**src/rtl/result_scanner_pkg.sv**
```systemverilog
// Shared constants, status layout and FSM state encoding for the bcrypt result scanner.
package result_scanner_pkg;

  localparam int unsigned NUM_OF_CORES_DEF = 14;
  localparam int unsigned RESULT_BASE_DEF  = 32'd4260;
  localparam int unsigned RECORD_BYTES_DEF = 32'd8;
  localparam int unsigned WORD_BYTES       = 4;

  localparam logic [31:0] ALL_DONE_VAL = 32'hFF;

  localparam int unsigned ST_BUSY_BIT = 0;
  localparam int unsigned ST_DONE_BIT = 1;
  localparam int unsigned ST_ANY_BIT  = 2;
  localparam int unsigned ST_CNT_LSB  = 8;

  localparam int unsigned IDX_W = 5;
  localparam int unsigned CNT_W = 8;

  typedef enum logic [2:0] {
    S_IDLE,
    S_REQ0,
    S_REQ1,
    S_CAP0,
    S_CAP1,
    S_FIN
  } state_e;

endpackage

```
**src/rtl/result_scanner.sv**
```systemverilog
// Scans every core's 64-bit result in shared BRAM (port B) against a latched target
// once the arbiter reports all cores stored; exposes a match mask and scan status.
module result_scanner
  import result_scanner_pkg::*;
#(
  parameter int unsigned NUM_OF_CORES = NUM_OF_CORES_DEF,
  parameter int unsigned RESULT_BASE  = RESULT_BASE_DEF,
  parameter int unsigned RECORD_BYTES = RECORD_BYTES_DEF,
  parameter int unsigned C_SLV_DWIDTH = 32,
  parameter int unsigned C_MST_AWIDTH = 32
) (
  input  logic                      clk,
  input  logic                      rst,
  input  logic [C_SLV_DWIDTH-1:0]   all_done,
  input  logic [C_SLV_DWIDTH-1:0]   target_lo,
  input  logic [C_SLV_DWIDTH-1:0]   target_hi,
  output logic                      BRAM_Rst_B,
  output logic                      BRAM_Clk_B,
  output logic                      BRAM_En_B,
  output logic [3:0]                BRAM_WE_B,
  output logic [C_MST_AWIDTH-1:0]   BRAM_Addr_B,
  output logic [C_SLV_DWIDTH-1:0]   BRAM_WrData_B,
  input  logic [C_SLV_DWIDTH-1:0]   BRAM_RdData_B,
  output logic [C_SLV_DWIDTH-1:0]   match_mask,
  output logic [C_SLV_DWIDTH-1:0]   scan_status
);

  state_e                    state_q, state_d;
  logic [IDX_W-1:0]          idx_q, idx_d;
  logic [C_MST_AWIDTH-1:0]   addr_q, addr_d;
  logic [C_SLV_DWIDTH-1:0]   tlo_q, tlo_d;
  logic [C_SLV_DWIDTH-1:0]   thi_q, thi_d;
  logic [C_SLV_DWIDTH-1:0]   w0_q, w0_d;
  logic [C_SLV_DWIDTH-1:0]   mask_q, mask_d;
  logic [CNT_W-1:0]          cnt_q, cnt_d;
  logic                      busy_q, busy_d;
  logic                      done_q, done_d;
  logic                      prev_q;
  logic                      trig_q;

  logic                      all_done_c;
  logic [C_MST_AWIDTH-1:0]   rec_addr_c;
  logic                      hit_c;
  logic [C_SLV_DWIDTH-1:0]   status_c;

  assign all_done_c = (all_done == C_SLV_DWIDTH'(ALL_DONE_VAL));
  assign rec_addr_c = C_MST_AWIDTH'(RESULT_BASE + RECORD_BYTES * 32'(idx_q));
  assign hit_c      = ({BRAM_RdData_B, w0_q} == {thi_q, tlo_q});

  // Rising-edge detect of the completion condition; trig_q starts the scan one cycle later.
  always_ff @(posedge clk or posedge rst) begin
    if (rst) begin
      prev_q <= 1'b0;
      trig_q <= 1'b0;
    end else begin
      prev_q <= all_done_c;
      trig_q <= all_done_c & ~prev_q;
    end
  end

  always_ff @(posedge clk or posedge rst) begin
    if (rst) begin
      state_q <= S_IDLE;
      idx_q   <= '0;
      addr_q  <= '0;
      tlo_q   <= '0;
      thi_q   <= '0;
      w0_q    <= '0;
      mask_q  <= '0;
      cnt_q   <= '0;
      busy_q  <= 1'b0;
      done_q  <= 1'b0;
    end else begin
      state_q <= state_d;
      idx_q   <= idx_d;
      addr_q  <= addr_d;
      tlo_q   <= tlo_d;
      thi_q   <= thi_d;
      w0_q    <= w0_d;
      mask_q  <= mask_d;
      cnt_q   <= cnt_d;
      busy_q  <= busy_d;
      done_q  <= done_d;
    end
  end

  always_comb begin
    state_d = state_q;
    idx_d   = idx_q;
    addr_d  = addr_q;
    tlo_d   = tlo_q;
    thi_d   = thi_q;
    w0_d    = w0_q;
    mask_d  = mask_q;
    cnt_d   = cnt_q;
    busy_d  = busy_q;
    done_d  = done_q;

    // Host withdrawing all_done mid-scan wins over any in-flight step, including the last compare.
    if (busy_q && !all_done_c) begin
      state_d = S_IDLE;
      idx_d   = '0;
      mask_d  = '0;
      cnt_d   = '0;
      busy_d  = 1'b0;
      done_d  = 1'b0;
    end else begin
      unique case (state_q)
        S_IDLE: begin
          if (trig_q && all_done_c) begin
            state_d = S_REQ0;
            idx_d   = '0;
            tlo_d   = target_lo;
            thi_d   = target_hi;
            mask_d  = '0;
            cnt_d   = '0;
            busy_d  = 1'b1;
            done_d  = 1'b0;
          end
        end
        S_REQ0: begin
          addr_d  = rec_addr_c;
          state_d = S_REQ1;
        end
        S_REQ1: begin
          addr_d  = rec_addr_c + C_MST_AWIDTH'(WORD_BYTES);
          state_d = S_CAP0;
        end
        S_CAP0: begin
          w0_d    = BRAM_RdData_B;
          state_d = S_CAP1;
        end
        S_CAP1: begin
          if (hit_c) begin
            mask_d[idx_q] = 1'b1;
            cnt_d         = cnt_q + CNT_W'(1);
          end
          if (32'(idx_q) < NUM_OF_CORES - 1) begin
            idx_d   = idx_q + IDX_W'(1);
            state_d = S_REQ0;
          end else begin
            state_d = S_FIN;
          end
        end
        S_FIN: begin
          state_d = S_IDLE;
          busy_d  = 1'b0;
          done_d  = 1'b1;
        end
        default: state_d = S_IDLE;
      endcase
    end
  end

  always_comb begin
    status_c                          = '0;
    status_c[ST_BUSY_BIT]             = busy_q;
    status_c[ST_DONE_BIT]             = done_q;
    status_c[ST_ANY_BIT]              = |mask_q;
    status_c[ST_CNT_LSB +: CNT_W]     = cnt_q;
  end

  assign BRAM_Rst_B    = 1'b0;
  assign BRAM_Clk_B    = clk;
  assign BRAM_En_B     = 1'b1;
  assign BRAM_WE_B     = 4'b0000;
  assign BRAM_WrData_B = '0;
  assign BRAM_Addr_B   = addr_q;
  assign match_mask    = mask_q;
  assign scan_status   = status_c;

endmodule

```
**config.mk**
```make
export PLATFORM = sky130hd
export DESIGN_NAME = result_scanner
export DESIGN_NICKNAME = d
export VERILOG_FILES = /design/src/rtl/result_scanner_pkg.sv /design/src/rtl/result_scanner.sv
export SDC_FILE = /design/constraint.sdc
export NUM_CORES = 1
export LEC_CHECK = 0
export ABC_AREA = 1
export CORE_MARGIN = 8
export CORE_UTILIZATION = 49
export DETAILED_ROUTE_END_ITERATION = 12
export GPL_TIMING_DRIVEN = 0
export PLACE_DENSITY_LB_ADDON = 0.12
export SYNTH_ARGS = -nofsm -noshare
export SYNTH_HDL_FRONTEND = slang
export SYNTH_SLANG_ARGS = --single-unit
```
**constraint.sdc**
```tcl
create_clock -name clk -period 5.86 [get_ports clk]
set_clock_uncertainty 0.05 [all_clocks]
set_input_delay 1.172 -clock clk [delete_from_list [all_inputs] [get_ports clk]]
set_output_delay 1.172 -clock clk [all_outputs]
set_load 0.01 [all_outputs]
```
* After elaboration in Yosys (flattened, before gate mapping) *
Index checks and enable logic that the tools add are counted.

cells by class
  add/subtract/negate cells = 4
  equal/unequal tests = 10
  order comparisons = 3
  multiplexer cells = 25
  reductions and logical operators = 15
  bitwise operators = 4

operators by type and width
  kind                                                        count
  case mux 32 bit (2 select lines)                            2
  two-way mux 32 bit                                          3
  equality test 64 bit                                        1
  equality test 32 x 8 -> 1 bit, second input constant        1
  OR 32 bit                                                   1
  OR reduction 32 bit                                         1
  two-way mux 8 bit                                           3
  case mux 8 bit (2 select lines)                             1
  adder 14 x 3 -> 15 bit, second input constant               1
  two-way mux 5 bit                                           3
  case mux 3 bit (5 select lines)                             1
  adder 13 x 8 -> 14 bit, first input constant                1
  case mux 5 bit (2 select lines)                             1
  two-way mux 3 bit                                           3
  inequality test 3 bit, second input constant                3
  AND reduction 3 bit                                         3
  adder 8 x 1 -> 8 bit, second input constant                 1
  equality test 3 x 2 -> 1 bit, second input constant         2
  equality test 3 bit, second input constant                  2
  less-than comparator 5 x 6 -> 1 bit, second input constant  1
  AND reduction 2 bit                                         3
  nonzero test 3 bit                                          2
  adder 5 x 1 -> 5 bit, second input constant                 1
  demux 1 bit (select 5 bit)                                  1
  other kinds (11)                                            19

word-level totals
  register bits after elaboration = 180
  input port bits = 130
  word-level logic and storage cells = 73
  output and inout port bits = 135

* Depth between registers and ports, before layout *
  depth in word-level cells = 8
  mapped depth = 14
  depth with buffers taken out = 13

==> results.md <==
- Status: finished clean
- Distinct cells, synth: 38
- PD cells: 205 nW/um^2
- Final Max Tran Viols: 0
- Final Core Density: 66.2%
- Buffers plus inverters on the worst setup path: 4
- Die Ht: 153 um
- Nature of the critical path endpoint: output port
- Avg Cell Area, Syn: 8.03 um^2
- Busiest grt layer: met2
- Placed wire-length estimate: 18,200 um
- Largest net degree at the start of global routing: 87
- Reg clk slew, reported paths: 60 ps
- Min-delay worst type: reg2reg
- Vias in the first global route: 7,611
- Routing usage on met3: 5.41%
- # diodes: 0
- Met2 usage: 36.7%
- Cells after Synth: 1,144
- Slew @ Worst Pin: 566 ps
- P_sw: 0.570 mW
- Routed vias: 7,783
- Leading area contributor after synthesis: dfrtp_1
- CP arrival: 3760 ps
- Gate power share: 8.2%
- Grt met1 use: 23.5%
- Static leakage: 6.42 nW
- Synth Register Bits: 157
- Worst Path Max Fanout: 2
- Synth top area share: 42.8%
- Die ar.: 23,400 um^2
- Setup TNS: 0 ps
- Io pins: 265
- Slew margin rel.: 61.9%
- Port Buffers: 182
- DRC viols: 0
- Initial antenna violation count: 0
- Skew-Pair Late Insertion Delay: 540 ps
- Post-CTS Resized: 0
- Switch share: 22.5%
- Clock share of power: 48.9%
- Register area share after synthesis: 42.8%
- WHS: 358 ps
- Crit Path Class: clk2out
- Share of layout cells above drive strength 1: 15.6%
- Final hold vios: 0
- Placer Congestion: 0.857
- GRT overflow: 0
- Crit path cell chain: clkbuf_16 > clkbuf_16 > buf_4 > clkdlybuf4s50_1
- Layout Nets: 1,566
- Pre-antenna DRT Iters: 4
- RSZ-0062 raised after global routing: false
- CP top delay family: buffers and inverters
- Number of placement rows: 50
- Layout Area Growth over Synthesis: 34.0%
- Global-route wire length before repair: 38,400 um
- # setup viols final: 0
- YS warnings: 0
- Cell Int Power: 1.96 mW
- VDD IR max: 197 uV
- Routed WL: 23,800 um
- Synth top area cells: dfrtp_1 43%, nand2_1 13%, buf_4 7.3%, mux2_4 7.2%, nor2_1 5.6%
- Tot GR Track Use: 20.5%
- Initial Util: 49.5%
- CP most frequent cell: clkbuf_16
- Kind of start point of the critical path: clock port
- CP max stage delay: 470 ps
- CTS tree: done
- Critical path's slowest cell: clkdlybuf4s50_1
- Via-to-Cell Ratio: 4.64
- Max Cap Viol: 0
- Die X: 153 um
- Hold_buf cts: 0
- Post-CTS Setup Bufs: 0
- Mapped Area: 9190 um^2
- 1st-iter DRT viols: 394
- Required time of the critical path: 4640 ps
- WL/cell: 14.2 um
- Final antenna-violating net count: 0
- Sequential power share: 42.8%
- Area of the core: 18,600 um^2
==> through the flow <==
step	instance area, um^2	total power, mW	worst slack [ps]	std cells
2_1_floorplan	9490	1.22	403	1224
3_3_place_gp	11600	1.33	-1940	1640
3_5_place_dp	11600	1.34	1150	1641
4_1_cts	12300	2.56	869	1676
5_1_grt	12300	2.63	853	1676
6_report	12300	2.53	881	1676
==> worst paths after layout <==
path / from / endpoint / slack, ps / cells past startpoint
max: clk / BRAM_Clk_B / 880 / 4
min: prev_q$_DFF_PP0_ / trig_q$_DFF_PP0_ / 360 / 1
max reg2reg: tlo_q[29]$_DFFE_PP0P_ / cnt_q[0]$_DFFE_PP0P_ / 3760 / 12
min reg2reg: prev_q$_DFF_PP0_ / trig_q$_DFF_PP0_ / 360 / 1
max in group asynchronous: rst / BRAM_Addr_B[7]$_DFFE_PP0P_ / 3910 / 3
min in group asynchronous: rst / thi_q[13]$_DFFE_PP0P_ / 1020 / 2
==> layout by cell type (no fill, tap or decap), types with 17 or more instances in the layout <==
| cell type | n |
|---|---|
| nand2_1 | 325 |
| clkdlybuf4s50_1 | 182 |
| dfrtp_1 | 157 |
| nor2_1 | 136 |
| inv_1 | 128 |
| buf_4 | 89 |
| conb_1 | 82 |
| nand3_1 | 65 |
| mux2_4 | 44 |
| a21oi_1 | 28 |
| o21ai_0 | 26 |
| o21ai_1 | 24 |
| mux2_2 | 20 |
| clkbuf_16 | 20 |
| xor2_1 | 17 |
==> synth_stat cells, drive strengths merged <==
| cell | count |
|---|---|
| ha | 7 |
| xor2 | 17 |
| nor2 | 140 |
| nor4 | 6 |
| or2 | 1 |
| conb | 2 |
| nand2 | 329 |
| nand3 | 67 |
| nand3b | 3 |
| a21oi | 28 |
| xnor2 | 4 |
| mux2 | 64 |
| clkbuf | 13 |
| dfrtp | 157 |
| o21ai | 51 |
| nor3 | 4 |
| inv | 131 |
| and3 | 1 |
| nand4 | 7 |
| o311ai | 1 |
| a31oi | 2 |
| buf | 109 |
==> state kept, by name, indices dropped and copies added, names as in the netlist <==
signal,cells
BRAM_Addr_B,9
busy_q,1
cnt_q,8
done_q,1
idx_q,5
match_mask,32
prev_q,1
state_q,3
thi_q,32
tlo_q,32
trig_q,1
w0_q,32
==> cells by family (layout without fill, tap and decap cells) <==
logic type / after synthesis / in the layout / share of synthesized area (%)
other: 2 / 82 / 0.0817
muxes: 64 / 64 / 9.64
AOI/OAI and AO/OA: 82 / 82 / 4.66
DFF: 157 / 157 / 42.8
buffers and inverters: 253 / 471 / 15.0
adders and majority gates: 7 / 7 / 0.953
xor gates and xnor gates: 21 / 21 / 2.00
and+or+nand+nor: 558 / 558 / 24.9
==> layer usage <==
metal / vias to the layer above / wire length (um)
met5: - / 0
met4: 0 / 296
met3: 18 / 1270
met2: 205 / 12400
met1: 3586 / 9900
li1: 3974 / -
==> final cells by class <==
class,count,area [um^2]
Buffer,122,885
Clock buffer,22,524
Clock inverter,14,156
Fill cell,1590,6270
Inverter,131,499
Multi-Input combinational cell,814,4180
Sequential cell,157,3930
Tap cell,234,293
Timing Repair Buffer,182,1840
==> power by group through the flow <==
stage | sequential [mW] | clock, mW | combinational (mW)
2_1_floorplan | 1.10 | 0.0141 | 0.102
3_5_place_dp | 1.10 | 0.0268 | 0.205
4_1_cts | 1.08 | 1.27 | 0.207
5_1_grt | 1.08 | 1.32 | 0.229
3_3_place_gp | 1.10 | 0.0268 | 0.202
6_report | 1.08 | 1.24 | 0.208
No activity file was read; power rests on OpenSTA's default activity.
==> patch 1: new RTL, same flow settings <==
Re-encode `state_e` (6 states) as one-hot, 6 bits wide.
--- a/src/rtl/result_scanner_pkg.sv
+++ b/src/rtl/result_scanner_pkg.sv
@@ -18,9 +18,9 @@
 
-  typedef enum logic [2:0] {
-    S_IDLE,
-    S_REQ0,
-    S_REQ1,
-    S_CAP0,
-    S_CAP1,
-    S_FIN
+  typedef enum logic [5:0] {
+    S_IDLE = 6'b000001,
+    S_REQ0 = 6'b000010,
+    S_REQ1 = 6'b000100,
+    S_CAP0 = 6'b001000,
+    S_CAP1 = 6'b010000,
+    S_FIN  = 6'b100000
   } state_e;
Behaviour: same outputs for any inputs over 10 cycles, from zero or initial values and one cycle with rst high; not proved beyond that.
==> patch 1 against the unedited design <==
  * Sequential cell count is 3 higher
  * Register-to-register slack improved by 0.05 ns
  * Setup slack worse by 0.0076 ns
  * First-iteration DRC count up 60%
  * Critical endpoint unchanged
  * Design area grew 2.8%
  * Routed wire length grew 11%
  * Critical path type unchanged
  * Power rose by 7.7%
  * Largest cell class unchanged
  * Area after synthesis is 2.8% higher
==> patch 1: results (changes against the unedited design) <==
INFO  metric num-multi-input-gates = 959 (+18%)
INFO  metric num-nonclk-inverters = 140 (+6.9%)
INFO  metric detail_route.wl_per_cell = 14.2 um (-0.35%)
INFO  metric mux_contribution_to_synthesized_area = 0% (-9.6 points)
INFO  metric synth_area_in_compound_gates = 5.30% (+0.64 points)
INFO  metric seq_cell_power = 1.12 mW (+4%)
INFO  metric first_drt_iteration_drcs = 630 (+60%)
INFO  metric internal-power = 2.13 mW (+8.6%)
INFO  metric final-seq-area = 4010 sq um (+1.9%)
INFO  metric final.setup.worst_slack = 0.873 ns (-0.00755 ns)
INFO  metric worst_r2r_startpoint = state_q[4]$_DFFE_PP0P_
INFO  metric place_area = 11,900 sq um (+2.5%)
INFO  metric layout-area-overhead-vs-synth = 34.0% (about the same)
INFO  metric buffers = 320 (+5.3%)
INFO  metric routed_vias_inst = 4.64 (about the same)
INFO  metric layout_cells_sized_above_1 = 12.6% (-3.0 points)
INFO  metric rd_place_congestion = 0.924 (+7.9%)
INFO  metric multi_input_comb_area = 4270 sq um (+2.1%)
INFO  metric grt_start_max_net_pins = 97 (+11%)
INFO  metric ys_top_cells_by_count = sky130_fd_sc_hd__nand2_1 (461), sky130_fd_sc_hd__dfrtp_1 (159), sky130_fd_sc_hd__nor2_1 (143)
INFO  metric run_status = completed
INFO  metric clkbuf_count = 23 (+4.5%)
INFO  metric antenna_found_initial = 4 (+4)
INFO  metric peakVddDrop = 0.000232 V (+18%)
INFO  metric synth-seq-area-share = 42.4% (-0.34 points)
INFO  metric final_net_count = 1,739 (+11%)
INFO  metric place_hpwl = 19,800 um (+9.3%)
INFO  metric finalNonFillerCells = 1,875 (+12%)
INFO  metric dp_cells = 1,840 (+12%)
INFO  metric ff2ff_path_depth = 10 (-2)
INFO  metric worst_case_register_to_register_setup_slack = 3.81 ns (+0.05 ns)
INFO  metric vias_in_the_first_global_route = 8,703 (+14%)
## patch 1: cell count changes in the layout (fill, tap and decap cells not counted), moves of 20 or more
| cell | unedited run | this run |
|---|---|---|
| sky130_fd_sc_hd__mux2_4 | 44 | 0 |
| sky130_fd_sc_hd__nand2_1 | 325 | 461 |
| sky130_fd_sc_hd__o21ai_2 | 0 | 29 |
| sky130_fd_sc_hd__o21ai_1 | 24 | 0 |
| sky130_fd_sc_hd__nand3_1 | 65 | 136 |
| sky130_fd_sc_hd__mux2_2 | 20 | 0 |
## patch 1: worst max-delay path, stage by stage
cell	delay [ns]
sky130_fd_sc_hd__clkbuf_16	0.12
sky130_fd_sc_hd__clkbuf_16	0.13
sky130_fd_sc_hd__buf_4	0.12
sky130_fd_sc_hd__clkdlybuf4s50_1	0.47
## patch 1: routing by layer
metal,vias up,track usage [%],routed length (um)
met2,241,40.3,13600
met1,3935,24.8,10600
met4,8,9.24,575
li1,4470,-,-
met5,-,0,49
met3,47,6.05,1720
==> patch 2: new RTL, same flow settings <==
Without the edit above. `C_SLV_DWIDTH`: 32 -> 64.
--- a/src/rtl/result_scanner.sv
+++ b/src/rtl/result_scanner.sv
@@ -8,3 +8,3 @@
   parameter int unsigned RECORD_BYTES = RECORD_BYTES_DEF,
-  parameter int unsigned C_SLV_DWIDTH = 32,
+  parameter int unsigned C_SLV_DWIDTH = 64,
   parameter int unsigned C_MST_AWIDTH = 32
Ports: changed (7 resized); port bits go from 265 to 489. The function was not compared with the original's and may differ.
==> patch 2 against the unedited design <==
  * Power rose by 62%
  * Sequential cell count rose by 96
  * Setup slack got worse by 0.020 ns
  * Design area rose by 61%
  * Global-route usage rose by 2.4 points
  * Area after synthesis rose by 56%
  * Routed wire length rose by 72%
  * Synthesized cell count rose by 33%
  * Critical endpoint unchanged
  * Highest routed layer is now met5
==> patch 2: results (changes against the unedited design) <==
INFO  metric run_status = completed
INFO  metric ys_top_cells_by_count = sky130_fd_sc_hd__nand2_1 (320), sky130_fd_sc_hd__dfrtp_1 (253), sky130_fd_sc_hd__buf_4 (185)
INFO  metric synth-seq-area-share = 44.1% (+1.4 points)
INFO  metric wl = 40,900 um (+72%)
INFO  metric synth_area_in_compound_gates = 4.17% (-0.49 points)
INFO  metric internal-power = 3.19 mW (+63%)
INFO  metric synth_xor_xnor_area_share = 7.51% (+5.5 points)
INFO  metric wire_length_of_the_first_global_routing_pass = 64,900 um (+69%)
INFO  metric worst_max_slew_pin_slew = 0.576 ns (+0.00918 ns)
INFO  metric first_drt_iteration_drcs = 545 (+38%)
INFO  metric critical_path_arrival = 3.78 ns (+0.02 ns)
INFO  metric place_hpwl = 32,500 um (+79%)
INFO  metric worst_case_register_to_register_setup_slack = 3.54 ns (-0.22 ns)
INFO  metric grt_start_max_net_pins = 43 (-51%)
INFO  metric dp_cells = 2,402 (+46%)
INFO  metric leakagePower = 10.1 nW (+58%)
INFO  metric antenna_found_initial = 6 (+6)
INFO  metric grt.total_usage = 22.9% (+2.4 points)
INFO  metric detailroute.via_count = 11,300 (+45%)
INFO  metric clock_latency = 0.65 ns (+0.11 ns)
INFO  metric layout_cells_sized_above_1 = 20.3% (+4.7 points)
INFO  metric vias_in_the_first_global_route = 11,800 (+56%)
INFO  metric timing.rr.end = match_mask[15]$_DFFE_PP0P_
INFO  metric final.setup.worst_slack = 0.861 ns (-0.0200 ns)
INFO  metric fillerInstances = 2,341 (+47%)
INFO  metric port_buffers = 310 (+70%)
INFO  metric synth_adder_area_share = 0.611% (-0.34 points)
INFO  metric netlist_top_cells_area = sky130_fd_sc_hd__dfrtp_1 (44%), sky130_fd_sc_hd__mux2_4 (13%), sky130_fd_sc_hd__buf_4 (9.7%), sky130_fd_sc_hd__nand2_1 (8.4%), sky130_fd_sc_hd__xnor2_1 (7.1%)
INFO  metric place_area = 18,700 sq um (+61%)
[patch 2: final cells by class]
| class | instances | area [sq um] | share of cell area, % |
|---|---|---|---|
| multi-input combinational | 1099 | 6550 | 33.1 |
| sequential | 253 | 6330 | 32.0 |
| timing repair buffer | 316 | 3230 | 16.4 |
| buffer | 229 | 1680 | 8.48 |
| clock buffer | 47 | 973 | 4.93 |
| tap | 384 | 480 | 2.43 |
| inverter | 120 | 454 | 2.30 |
| clock inverter | 7 | 60.1 | 0.304 |
| antenna | 3 | 7.51 | 0.0380 |
[patch 2: cells by family (layout without fill, tap and decap cells)]
kind of cell             Yosys count  in the layout
flip-flops                       253            253
other                              2            181
AND/OR/NAND/NOR                  546            546
AO/OA/AOI/OAI                    117            117
buffers and inverters            349            719
multiplexers                     128            128
adder cells (fa/ha/maj)            7              7
XOR/XNOR                         123            123
[patch 2: metal layers]
layer	global-route usage, %	wire length, um
met1	26.4	16200
met2	40.5	20400
met3	7.12	3240
met4	6.51	976
met5	0	41
